--- src/rtl/ram_bus_arbiter_if.sv ---
// Request/grant bus between a master and the shared RAM: same-cycle grants, read data one cycle after the read grant.
interface naive_bus;
  logic        rd_req;
  logic        rd_gnt;
  logic [31:0] rd_addr;
  logic [31:0] rd_data;
  logic        wr_req;
  logic        wr_gnt;
  logic [31:0] wr_addr;
  logic [31:0] wr_data;
  logic [3:0]  wr_be;

  modport master (
    output rd_req, rd_addr, wr_req, wr_addr, wr_data, wr_be,
    input  rd_gnt, rd_data, wr_gnt
  );

  modport slave (
    input  rd_req, rd_addr, wr_req, wr_addr, wr_data, wr_be,
    output rd_gnt, rd_data, wr_gnt
  );
endinterface

--- src/rtl/ram_bus_arbiter.sv ---
// Two-master arbiter for one RAM: m0 has priority, m1 is forced through after STARVE_MAX denied cycles.
// Zero-latency combinational grant path; read data is steered by the owner registered at the read grant.
module ram_bus_arbiter #(
  parameter int STARVE_MAX = 3
) (
  input logic     clk,
  input logic     rst_n,
  naive_bus.slave  m0,
  naive_bus.slave  m1,
  naive_bus.master s
);
  localparam logic [3:0] SMAX = 4'(STARVE_MAX);

  logic       req0;
  logic       req1;
  logic       own_vld;
  logic       own;
  logic       sel0;
  logic       sel1;
  logic       rd_vld;
  logic       rd_own;
  logic [3:0] starve_cnt;

  assign req0 = m0.rd_req | m0.wr_req;
  assign req1 = m1.rd_req | m1.wr_req;

  // Arbitration is gated by rst_n so grants drop the moment reset asserts.
  always_comb begin
    own_vld = 1'b0;
    own     = 1'b0;
    if (rst_n) begin
      if (req0 && req1) begin
        own_vld = 1'b1;
        own     = (starve_cnt == SMAX);
      end else if (req0) begin
        own_vld = 1'b1;
      end else if (req1) begin
        own_vld = 1'b1;
        own     = 1'b1;
      end
    end
  end

  assign sel0 = own_vld & ~own;
  assign sel1 = own_vld & own;

  always_comb begin
    s.rd_req  = (sel0 & m0.rd_req) | (sel1 & m1.rd_req);
    s.wr_req  = (sel0 & m0.wr_req) | (sel1 & m1.wr_req);
    s.rd_addr = '0;
    s.wr_addr = '0;
    s.wr_data = '0;
    s.wr_be   = '0;
    if (sel0) begin
      s.rd_addr = m0.rd_addr;
      s.wr_addr = m0.wr_addr;
      s.wr_data = m0.wr_data;
      s.wr_be   = m0.wr_be;
    end else if (sel1) begin
      s.rd_addr = m1.rd_addr;
      s.wr_addr = m1.wr_addr;
      s.wr_data = m1.wr_data;
      s.wr_be   = m1.wr_be;
    end
  end

  assign m0.rd_gnt  = sel0 & s.rd_gnt;
  assign m0.wr_gnt  = sel0 & s.wr_gnt;
  assign m1.rd_gnt  = sel1 & s.rd_gnt;
  assign m1.wr_gnt  = sel1 & s.wr_gnt;

  assign m0.rd_data = (rd_vld && !rd_own) ? s.rd_data : '0;
  assign m1.rd_data = (rd_vld &&  rd_own) ? s.rd_data : '0;

  always_ff @(posedge clk or negedge rst_n) begin
    if (!rst_n) begin
      rd_vld     <= 1'b0;
      rd_own     <= 1'b0;
      starve_cnt <= '0;
    end else begin
      rd_vld <= s.rd_req & s.rd_gnt;
      rd_own <= own;
      // Saturate at the threshold; the forced win then clears it back to 0.
      if (req1 && !sel1) begin
        if (starve_cnt != SMAX) starve_cnt <= starve_cnt + 4'd1;
      end else begin
        starve_cnt <= '0;
      end
    end
  end
endmodule

--- src/flat_wrapper.sv ---
// flat-port wrapper written by rule: the top's interface ports become plain ports
module ram_bus_arbiter_flat 
#(
  parameter int STARVE_MAX = 3
)
  (clk, rst_n, m0_rd_req, m0_rd_addr, m0_wr_req, m0_wr_addr, m0_wr_data, m0_wr_be, m0_rd_gnt, m0_rd_data, m0_wr_gnt, m1_rd_req, m1_rd_addr, m1_wr_req, m1_wr_addr, m1_wr_data, m1_wr_be, m1_rd_gnt, m1_rd_data, m1_wr_gnt, s_rd_req, s_rd_addr, s_wr_req, s_wr_addr, s_wr_data, s_wr_be, s_rd_gnt, s_rd_data, s_wr_gnt);
  naive_bus m0_i ();
  naive_bus m1_i ();
  naive_bus s_i ();
  input logic clk;
  input logic rst_n;
  input wire logic [$bits(m0_i.rd_req)-1:0] m0_rd_req;
  input wire logic [$bits(m0_i.rd_addr)-1:0] m0_rd_addr;
  input wire logic [$bits(m0_i.wr_req)-1:0] m0_wr_req;
  input wire logic [$bits(m0_i.wr_addr)-1:0] m0_wr_addr;
  input wire logic [$bits(m0_i.wr_data)-1:0] m0_wr_data;
  input wire logic [$bits(m0_i.wr_be)-1:0] m0_wr_be;
  output wire logic [$bits(m0_i.rd_gnt)-1:0] m0_rd_gnt;
  output wire logic [$bits(m0_i.rd_data)-1:0] m0_rd_data;
  output wire logic [$bits(m0_i.wr_gnt)-1:0] m0_wr_gnt;
  input wire logic [$bits(m1_i.rd_req)-1:0] m1_rd_req;
  input wire logic [$bits(m1_i.rd_addr)-1:0] m1_rd_addr;
  input wire logic [$bits(m1_i.wr_req)-1:0] m1_wr_req;
  input wire logic [$bits(m1_i.wr_addr)-1:0] m1_wr_addr;
  input wire logic [$bits(m1_i.wr_data)-1:0] m1_wr_data;
  input wire logic [$bits(m1_i.wr_be)-1:0] m1_wr_be;
  output wire logic [$bits(m1_i.rd_gnt)-1:0] m1_rd_gnt;
  output wire logic [$bits(m1_i.rd_data)-1:0] m1_rd_data;
  output wire logic [$bits(m1_i.wr_gnt)-1:0] m1_wr_gnt;
  output wire logic [$bits(s_i.rd_req)-1:0] s_rd_req;
  output wire logic [$bits(s_i.rd_addr)-1:0] s_rd_addr;
  output wire logic [$bits(s_i.wr_req)-1:0] s_wr_req;
  output wire logic [$bits(s_i.wr_addr)-1:0] s_wr_addr;
  output wire logic [$bits(s_i.wr_data)-1:0] s_wr_data;
  output wire logic [$bits(s_i.wr_be)-1:0] s_wr_be;
  input wire logic [$bits(s_i.rd_gnt)-1:0] s_rd_gnt;
  input wire logic [$bits(s_i.rd_data)-1:0] s_rd_data;
  input wire logic [$bits(s_i.wr_gnt)-1:0] s_wr_gnt;
  assign m0_i.rd_req = m0_rd_req;
  assign m0_i.rd_addr = m0_rd_addr;
  assign m0_i.wr_req = m0_wr_req;
  assign m0_i.wr_addr = m0_wr_addr;
  assign m0_i.wr_data = m0_wr_data;
  assign m0_i.wr_be = m0_wr_be;
  assign m0_rd_gnt = m0_i.rd_gnt;
  assign m0_rd_data = m0_i.rd_data;
  assign m0_wr_gnt = m0_i.wr_gnt;
  assign m1_i.rd_req = m1_rd_req;
  assign m1_i.rd_addr = m1_rd_addr;
  assign m1_i.wr_req = m1_wr_req;
  assign m1_i.wr_addr = m1_wr_addr;
  assign m1_i.wr_data = m1_wr_data;
  assign m1_i.wr_be = m1_wr_be;
  assign m1_rd_gnt = m1_i.rd_gnt;
  assign m1_rd_data = m1_i.rd_data;
  assign m1_wr_gnt = m1_i.wr_gnt;
  assign s_rd_req = s_i.rd_req;
  assign s_rd_addr = s_i.rd_addr;
  assign s_wr_req = s_i.wr_req;
  assign s_wr_addr = s_i.wr_addr;
  assign s_wr_data = s_i.wr_data;
  assign s_wr_be = s_i.wr_be;
  assign s_i.rd_gnt = s_rd_gnt;
  assign s_i.rd_data = s_rd_data;
  assign s_i.wr_gnt = s_wr_gnt;
  ram_bus_arbiter #(.STARVE_MAX(STARVE_MAX)) u_core (.clk(clk), .rst_n(rst_n), .m0(m0_i), .m1(m1_i), .s(s_i));
endmodule
--- config.mk ---
export PLATFORM = sky130hd
export DESIGN_NAME = ram_bus_arbiter_flat
export DESIGN_NICKNAME = d
export VERILOG_FILES = /design/src/rtl/ram_bus_arbiter_if.sv /design/src/rtl/ram_bus_arbiter.sv /design/src/flat_wrapper.sv
export SDC_FILE = /design/constraint.sdc
export NUM_CORES = 1
export LEC_CHECK = 0
export ABC_AREA = 1
export CAP_MARGIN = 10
export CORE_AREA = 2 2 157 159
export CTS_BUF_LIST = sky130_fd_sc_hd__clkbuf_4
export CTS_CLUSTER_SIZE = 28
export DETAILED_ROUTE_END_ITERATION = 10
export DIE_AREA = 0 0 159 161
export GPL_ROUTABILITY_DRIVEN = 0
export SETUP_SLACK_MARGIN = 0.2
export SKIP_CTS_REPAIR_TIMING = 1
export SYNTH_ARGS = -nofsm -noshare
export SYNTH_HDL_FRONTEND = slang
export SYNTH_SLANG_ARGS = --single-unit
export TNS_END_PERCENT = 5
--- constraint.sdc ---
create_clock -name clk -period 4.35 [get_ports clk]
set_clock_uncertainty 0.05 [all_clocks]
set_input_delay 0.6525 -clock clk [delete_from_list [all_inputs] [get_ports clk]]
set_output_delay 0.6525 -clock clk [all_outputs]
set_load 0.02 [all_outputs]
Word level (Yosys, flattened, before mapping). Index checks and enable logic that the tools add are counted.

Flip-flop bits (word level): 6.

Reduce and logical (&&, ||, !) cells: 6. Add/subtract/negate cells: 1. Eq/ne operators: 3. Mux-type cells: 19. Bitwise gates (word level): 16.

Operators with widths (number): $mux 32 (8); $mux 4 (4); $and 1x1->1 (11); $mux 1 (7); $add 4x1->4 const B (1); $eq 4x2->1 const B (1); $logic_and 1x1->1 (4); $ne 4x2->1 const B (1); $or 1x1->1 (4); $logic_not 1->1 (2); $ne 2x2->1 const B (1); $not 1->1 (1).

Depth between registers and ports, before layout. Gate-level depths: netlist of run 1.

Depth in word-level cells: 10. Depth in mapped cells: 9. Depth with buffers taken out: 7.

Least setup slack after synthesis of run 1. No wires, ideal clock.

Path type: input to output. Start point: input port m0_wr_req. End point: output port s_rd_addr[0]. Data required time: 3.648 ns. Setup slack: 2.134 ns. Stages: 9. Data arrival time: 1.513 ns. Buffers on the path: 2. Cell sequence: nor2_1 -> inv_1 -> nand2_1 -> nand2_2 -> inv_2 -> buf_6 -> buf_6 -> nand2_1 -> nand2_1.

Longest elaborated chain between the ends: 7. Elaborated cells between the ends (all ways): 13.

RTL lines: start: declaration (RTL line flat_wrapper.sv:14) `input wire logic [$bits(m0_i.wr_req)-1:0] m0_wr_req;`; $or 1x1->1 (*) (RTL line ram_bus_arbiter.sv:24) `assign req0 = m0.rd_req | m0.wr_req;`; $mux 1 or $logic_and 1x1->1 (tied branches) (RTL line ram_bus_arbiter.sv:35, ram_bus_arbiter.sv:32); $mux 1 (RTL line ram_bus_arbiter.sv:32) `if (req0 && req1) begin`; $mux 1 (RTL line ram_bus_arbiter.sv:31) `if (rst_n) begin`; $and 1x1->1 or $not 1->1 (tied branches) (RTL line ram_bus_arbiter.sv:45, ram_bus_arbiter.sv:44); $mux 32 or $and 1x1->1 (tied branches) (RTL line ram_bus_arbiter.sv:59, ram_bus_arbiter.sv:44); $mux 32 (*) (RTL line ram_bus_arbiter.sv:54) `if (sel0) begin`; end: declaration (RTL line flat_wrapper.sv:31) `output wire logic [$bits(s_i.rd_addr)-1:0] s_rd_addr;`.

Every way passes the cells marked *; elsewhere a longest branch is shown, timed or not.

Worst setup path after layout of run 1.
Start point: input port m0_rd_req. End point: output port s_wr_data[1].

Longest elaborated chain between the ends: 7. Elaborated cells between the ends (all ways): 13.

RTL lines: start: declaration (RTL line flat_wrapper.sv:12) `input wire logic [$bits(m0_i.rd_req)-1:0] m0_rd_req;`; $or 1x1->1 (*) (RTL line ram_bus_arbiter.sv:24); $mux 1 or $logic_and 1x1->1 (tied branches) (RTL line ram_bus_arbiter.sv:35, ram_bus_arbiter.sv:32); $mux 1 (RTL line ram_bus_arbiter.sv:32); $mux 1 (RTL line ram_bus_arbiter.sv:31); $and 1x1->1 or $not 1->1 (tied branches) (RTL line ram_bus_arbiter.sv:45, ram_bus_arbiter.sv:44); $mux 32 or $and 1x1->1 (tied branches) (RTL line ram_bus_arbiter.sv:59, ram_bus_arbiter.sv:44); $mux 32 (*) (RTL line ram_bus_arbiter.sv:54); end: declaration (RTL line flat_wrapper.sv:34) `output wire logic [$bits(s_i.wr_data)-1:0] s_wr_data;`.

Marked as above.

==> results.py, run 1 <==
metrics = {
    "clocking": {
        "cts-root-buf": "clkbuf_4",
        "htreeDepth": 1,
        "numCtsBuffers": 3,
        "cts_max_path_buffers": 2,
        "cts_tree": "built",
        "path_clk_slew_ps": 40,
        "clk_latency_ps": 240,
        "cts.sinks": 6,
    },
    "status": {
        "outcome": "complete, no violations",
    },
    "sta": {
        "min_period_over_period_pct": 84.1,
        "fin_crit_ps": 3660,
        "drv_slew": 0,
        "clock.fmax_mhz": 273,
        "setup_viol": 0,
        "final.setup.tns_ps": 0,
        "timing.slew.headroom_pct": 41.2,
        "worst_pin_slew_ps": 881,
        "layout_setup_ws_ps": 693,
        "hold_ws_ps": 470,
        "finalHoldViolations": 0,
        "rsz0062_at_grt": "false",
    },
    "grt": {
        "grt_pass1_vias": 4168,
        "grt_max_degree": 68,
        "antenna_found_initial": 1,
        "grt_overflow": 0,
        "gr-usage-all-layers_pct": 10.7,
        "grt_pass1_wl_mm": 22.0,
    },
    "yosys": {
        "synthArstFlopShare_pct": 100,
        "synthCells": 477,
        "ys.flop_type": "dfrtp_1",
        "yosysTopAreaCellShare_pct": 57.3,
        "syn_nets": 718,
        "synthTopCellsByCount": "nand2_1, nor2_1, inv_1, buf_2, buf_6",
        "syn_area_sq_mm": 0.00204,
        "syn_avg_cell_area_sq_um": 4.29,
        "yosys-top-cells-area": "nand2_1, nor2_1, dfrtp_1, inv_1, buf_6",
        "synth_cell_types": 17,
        "synth.most_common_cell": "nand2_1",
        "synth_seq_cells": 6,
        "yosys.area.top_type": "nand2_1",
        "yosys_warnings": 0,
        "synth_edf_count": 0,
        "yosysSeqAreaShare_pct": 7.34,
    },
    "cells_and_area": {
        "syn_to_final_growth_pct": 215,
        "final_layout_size_suffix_gt1_share_pct": 1.73,
        "nets": 1112,
    },
    "drt": {
        "wl_met1_mm": 5.44,
        "drtAntennaViolNets": 0,
        "drt_wl_total_mm": 14.8,
        "topRoutingLayerUsed": "met4",
        "dr.pass1.iters": 5,
        "num_vias": 4124,
        "met2WireLength_mm": 7.73,
        "viasPerCell": 3.45,
        "wl_per_cell_um": 12.4,
        "wl_met3_mm": 1.33,
        "drt-initial-drc-count": 202,
        "drc": 0,
    },
    "pwr": {
        "swShare_pct": 46.9,
        "p_leak_uw": 0.00295,
        "clock_power_share_pct": 4.1,
        "combPwrFrac_pct": 88.8,
        "vdd_drop_max_v": 0.000101,
        "seq_power_share_pct": 7.0,
        "p_int_uw": 656,
        "power_uw": 1230,
        "cellPowerDensity_mw_per_mm2": 192,
        "p_sw_uw": 579,
    },
    "placed_design": {
        "dp_slack_ps": 667,
        "port_buffers": 409,
        "dp.final_hpwl_mm": 12.8,
    },
    "die": {
        "die_w_um": 159,
        "start_util_pct": 8.53,
        "rows": 57,
        "die_y_um": 161,
        "die_area_sq_mm": 0.0256,
        "coreArea_sq_mm": 0.0240,
        "io_pins": 410,
    },
    "flow_run": {
        "maxCapViolations": 0,
    },
    "critical_path": {
        "worst-r2r-setup-slack_ps": 2760,
        "worstPathArrival_ps": 2950,
        "crit_required_ps": 3650,
        "r2r_end": "u_core.rd_own$_DFF_PN0_",
        "start_kind": "input pin",
        "r2r-start": "u_core.starve_cnt[0]$_DFFE_PN0P_",
        "critPathKind": "input pin to output port",
        "worstSetupEndpointType": "output port",
        "r2r_cells": 6,
        "worstPathMaxFanout": 55,
    },
    "hold_path": {
        "worstHoldStart": "u_core.starve_cnt[1]$_DFFE_PN0P_",
        "min_path_cells": 2,
        "hold_path_end": "u_core.starve_cnt[1]$_DFFE_PN0P_",
        "hp-class": "flop to flop",
    },
}
-- worst max-delay path, cell delays in order --
cell and delay [ps]:
clkdlybuf4s50_1 430, nor2_1 140, inv_1 50, nand2_1 90
nand2_2 110, clkinv_2 70, buf_4 450, nand2_1 100
nand2_1 90, clkdlybuf4s50_1 690
-- registers in the layout (all words and copies together), names as in the netlist --
register           cells
u_core.starve_cnt      4
u_core.rd_own          1
u_core.rd_vld          1
-- cell type report --
| cell class | count | area, sq um |
|---|---|---|
| Antenna cell | 1 | 2.50 |
| Clock buffer | 3 | 22.5 |
| Fill cell | 2673 | 17500 |
| Inverter | 42 | 160 |
| Multi-Input combinational cell | 402 | 1550 |
| Sequential cell | 6 | 150 |
| Tap cell | 324 | 405 |
| Timing Repair Buffer | 416 | 4160 |
-- how the worst max path moves through the flow --
stage                          from       endpoint  cells past startpoint  slack, ps
after floorplan           m0_wr_req   s_rd_addr[0]                      9       2130
after global placement    m0_wr_req   s_wr_data[1]                     10        660
after detailed placement  m0_rd_req   s_wr_data[1]                     10        670
after CTS                 m0_rd_req   s_wr_data[1]                     10        650
after global routing      m0_rd_req  s_wr_addr[19]                     10        510
final                     m0_rd_req   s_wr_data[1]                     10        690
-- placed cells by master (no fill, tap or decap), drive strengths merged --
cell,n
o21ai,1
clkbuf,3
a21oi,1
clkdlybuf4s50,409
nand2,313
buf,7
dfrtp,6
nor2,76
a31oi,1
diode,1
xnor2,1
inv,40
xor2,1
nand3,7
clkinv,2
ha,1
-- per-stage QoR --
step / utilization, % / cell area (sq um) / std cells
floorplan: - / 2040 / 477
global placement: 26.8 / 6420 / 1190
detailed placement: 26.8 / 6420 / 1190
CTS: 26.9 / 6440 / 1193
global route: 26.9 / 6450 / 1194
finish: 26.9 / 6450 / 1194
-- metal layers --
metal	GRT usage (%)	vias to the layer above
met3	2.65	13
li1	-	2160
met1	11.0	1693
met5	0	-
met2	21.6	258
met4	2.60	0
-- cells by family (layout without fill, tap and decap cells) --
logic type | Yosys count | count (layout) | share of synthesized area [%]
other cells | 0 | 1 | 0
simple gates | 396 | 396 | 73.4
fa+ha+maj | 1 | 1 | 0.612
xor+xnor | 2 | 2 | 0.857
compound gates | 3 | 3 | 0.795
buf+inv | 69 | 461 | 17.0
flops | 6 | 6 | 7.34
-- power by group through the flow --
stage / sequential (uW) / clock [uW] / combinational, uW
after CTS: 86.6 / 54.9 / 1120
final: 86.6 / 51.1 / 1100
after global placement: 86.2 / 0 / 1110
after detailed placement: 87.5 / 0 / 1110
after global routing: 89.0 / 59.5 / 1180
after floorplan: 84.2 / 0 / 499
Power figures use the tool's default switching activity.
==> run 2: changes to the inputs <==
Settings changed: CORE_AREA 2 2 157 159 to 2 2 161 163, DIE_AREA 0 0 159 161 to 0 0 163 165.
Clock period 4.35 ns to 3.47 ns, I/O delays scaled along.
==> results.py, run 2 (synthesis gave the netlist of run 1 again) <==
metrics = {
    "critical_path": {
        "r2r_cells": 6,
        "cpPeakStageDelay_ps": 610,
        "r2r-start": "u_core.starve_cnt[0]$_DFFE_PN0P_",
        "crit_chain": "clkdlybuf4s50_1, nor2_1, inv_1, nand2_1, nand2_2, clkinv_2, buf_12, nand2_1, nand2_1, clkdlybuf4s50_1",
        "cp-startpoint": "m0_rd_req",
        "worstPathArrival_ps": 2620,
        "worstPathMaxFanout": 68,
        "critPathKind": "input pin to output port",
        "crit_top_cell": "nand2_1",
        "r2r_end": "u_core.rd_own$_DFF_PN0_",
        "worst-r2r-setup-slack_ps": 2010,
        "start_kind": "input pin",
        "cp_slowest_cell": "clkdlybuf4s50_1",
        "crit_required_ps": 2900,
        "worstSetupEndpointType": "output port",
    },
    "cells_and_area": {
        "largest_reg_flops": 4,
        "layout_common_cells": "clkdlybuf4s50_1, nand2_1, nor2_1",
        "largest-register": "u_core.starve_cnt",
        "n_fill_cell": 2793,
        "final_layout_size_suffix_gt1_share_pct": 2.97,
        "syn_to_final_growth_pct": 219,
        "nets": 1117,
        "reg_top3": "u_core.starve_cnt (4), u_core.rd_own (1), u_core.rd_vld (1)",
        "layout_commonest_cell": "clkdlybuf4s50_1",
    },
    "sta": {
        "drv_slew": 0,
        "clock.fmax_mhz": 314,
        "final.setup.tns_ps": 0,
        "worst_pin_slew_ps": 717,
        "hold_ws_ps": 479,
        "rsz0062_at_grt": "true",
        "setup_viol": 0,
        "finalHoldViolations": 0,
        "min_period_over_period_pct": 91.8,
        "fin_crit_ps": 3190,
        "timing.slew.headroom_pct": 52.1,
    },
    "drt": {
        "drtAntennaViolNets": 0,
        "drt-initial-drc-count": 132,
        "drt_wl_total_mm": 14.5,
        "viasPerCell": 3.46,
        "num_vias": 4170,
        "dr.pass1.iters": 5,
        "wl_per_cell_um": 12.0,
        "drc": 0,
    },
    "clocking": {
        "cts.sinks": 6,
        "clk_latency_ps": 240,
        "path_clk_slew_ps": 40,
        "numCtsBuffers": 3,
        "cts_max_path_buffers": 2,
        "htreeDepth": 1,
        "cts_tree": "built",
        "cts-root-buf": "clkbuf_4",
    },
    "die": {
        "rows": 58,
        "io_pins": 410,
        "coreArea_sq_mm": 0.0250,
        "die_y_um": 165,
        "die_w_um": 163,
        "start_util_pct": 8.17,
        "die_area_sq_mm": 0.0269,
    },
    "hold_path": {
        "min_path_cells": 2,
        "hp-class": "flop to flop",
        "worstHoldStart": "u_core.starve_cnt[1]$_DFFE_PN0P_",
        "hold_path_end": "u_core.starve_cnt[1]$_DFFE_PN0P_",
    },
    "pwr": {
        "vdd_drop_max_v": 0.000104,
        "cellPowerDensity_mw_per_mm2": 241,
        "p_leak_uw": 0.00302,
    },
    "grt": {
        "grt_pass1_wl_mm": 20.5,
        "grt_pass1_vias": 4073,
        "grt_overflow": 0,
        "grt_max_degree": 69,
        "antenna_found_initial": 1,
        "gr-usage-all-layers_pct": 9.73,
    },
    "flow_run": {
        "maxCapViolations": 0,
    },
    "status": {
        "outcome": "complete, no violations",
    },
    "placed_design": {
        "port_buffers": 409,
        "dp.final_hpwl_mm": 13.0,
    },
}
run 2: changes by cell type in the layout (fill, tap and decap cells not counted):
cell	delta
dlymetal6s2s_1	+1
buf_12	+4
inv_2	+1
buf_6	+1
buf_4	+6
clkinv_2	-1
clkdlybuf4s50_1	-7
run 2: critical path, delay by kind of cell:
| kind | cells | cell delay, ps |
|---|---|---|
| AND/OR/NAND/NOR | 5 | 550 |
| buffers and inverters | 5 | 1470 |
run 2: routing by layer:
layer	up-vias	share of wire (%)	GRT usage, %
met5	-	0	0
met4	0	0.67	1.93
met3	2	9.6	2.13
met2	258	53	19.9
met1	1741	36	10.0
li1	2169	-	-
run 2: final cells by class:
cell class | count | area [sq um] | share of cell area [%]
Clock buffer | 3 | 22.5 | 0.345
Antenna cell | 1 | 2.50 | 0.0383
Sequential cell | 6 | 150 | 2.30
Tap cell | 330 | 413 | 6.32
Timing Repair Buffer | 421 | 4240 | 64.9
Inverter | 42 | 159 | 2.43
Multi-Input combinational cell | 402 | 1550 | 23.7
run 2: worst max path at each step:
stage	slack, ps	end	depth (start not counted)
floorplan	1520	s_rd_addr[0]	9
global placement	250	s_wr_data[22]	10
detailed placement	270	s_wr_data[22]	10
CTS	270	s_wr_data[22]	10
global route	120	s_rd_addr[14]	11
finish	280	s_wr_addr[25]	10
run 2: through the flow:
stage	area, sq um	worst slack, ps	instances	total power (uW)	util (%)
final	6530	284	1205	1580	26.1
after detailed placement	6500	273	1201	1530	26.0
after global placement	6500	250	1201	1530	26.0
after floorplan	2040	1520	477	731	-
after CTS	6520	265	1204	1600	26.1
after global routing	6530	122	1205	1700	26.1
run 2: power by group:
group	internal, uW	switching (uW)	leakage (uW)
Clock	38.9	22.2	0.0000138
Sequential	90.5	17.8	0.0000790
Combinational	715	693	0.00292
Total	844	733	0.00302
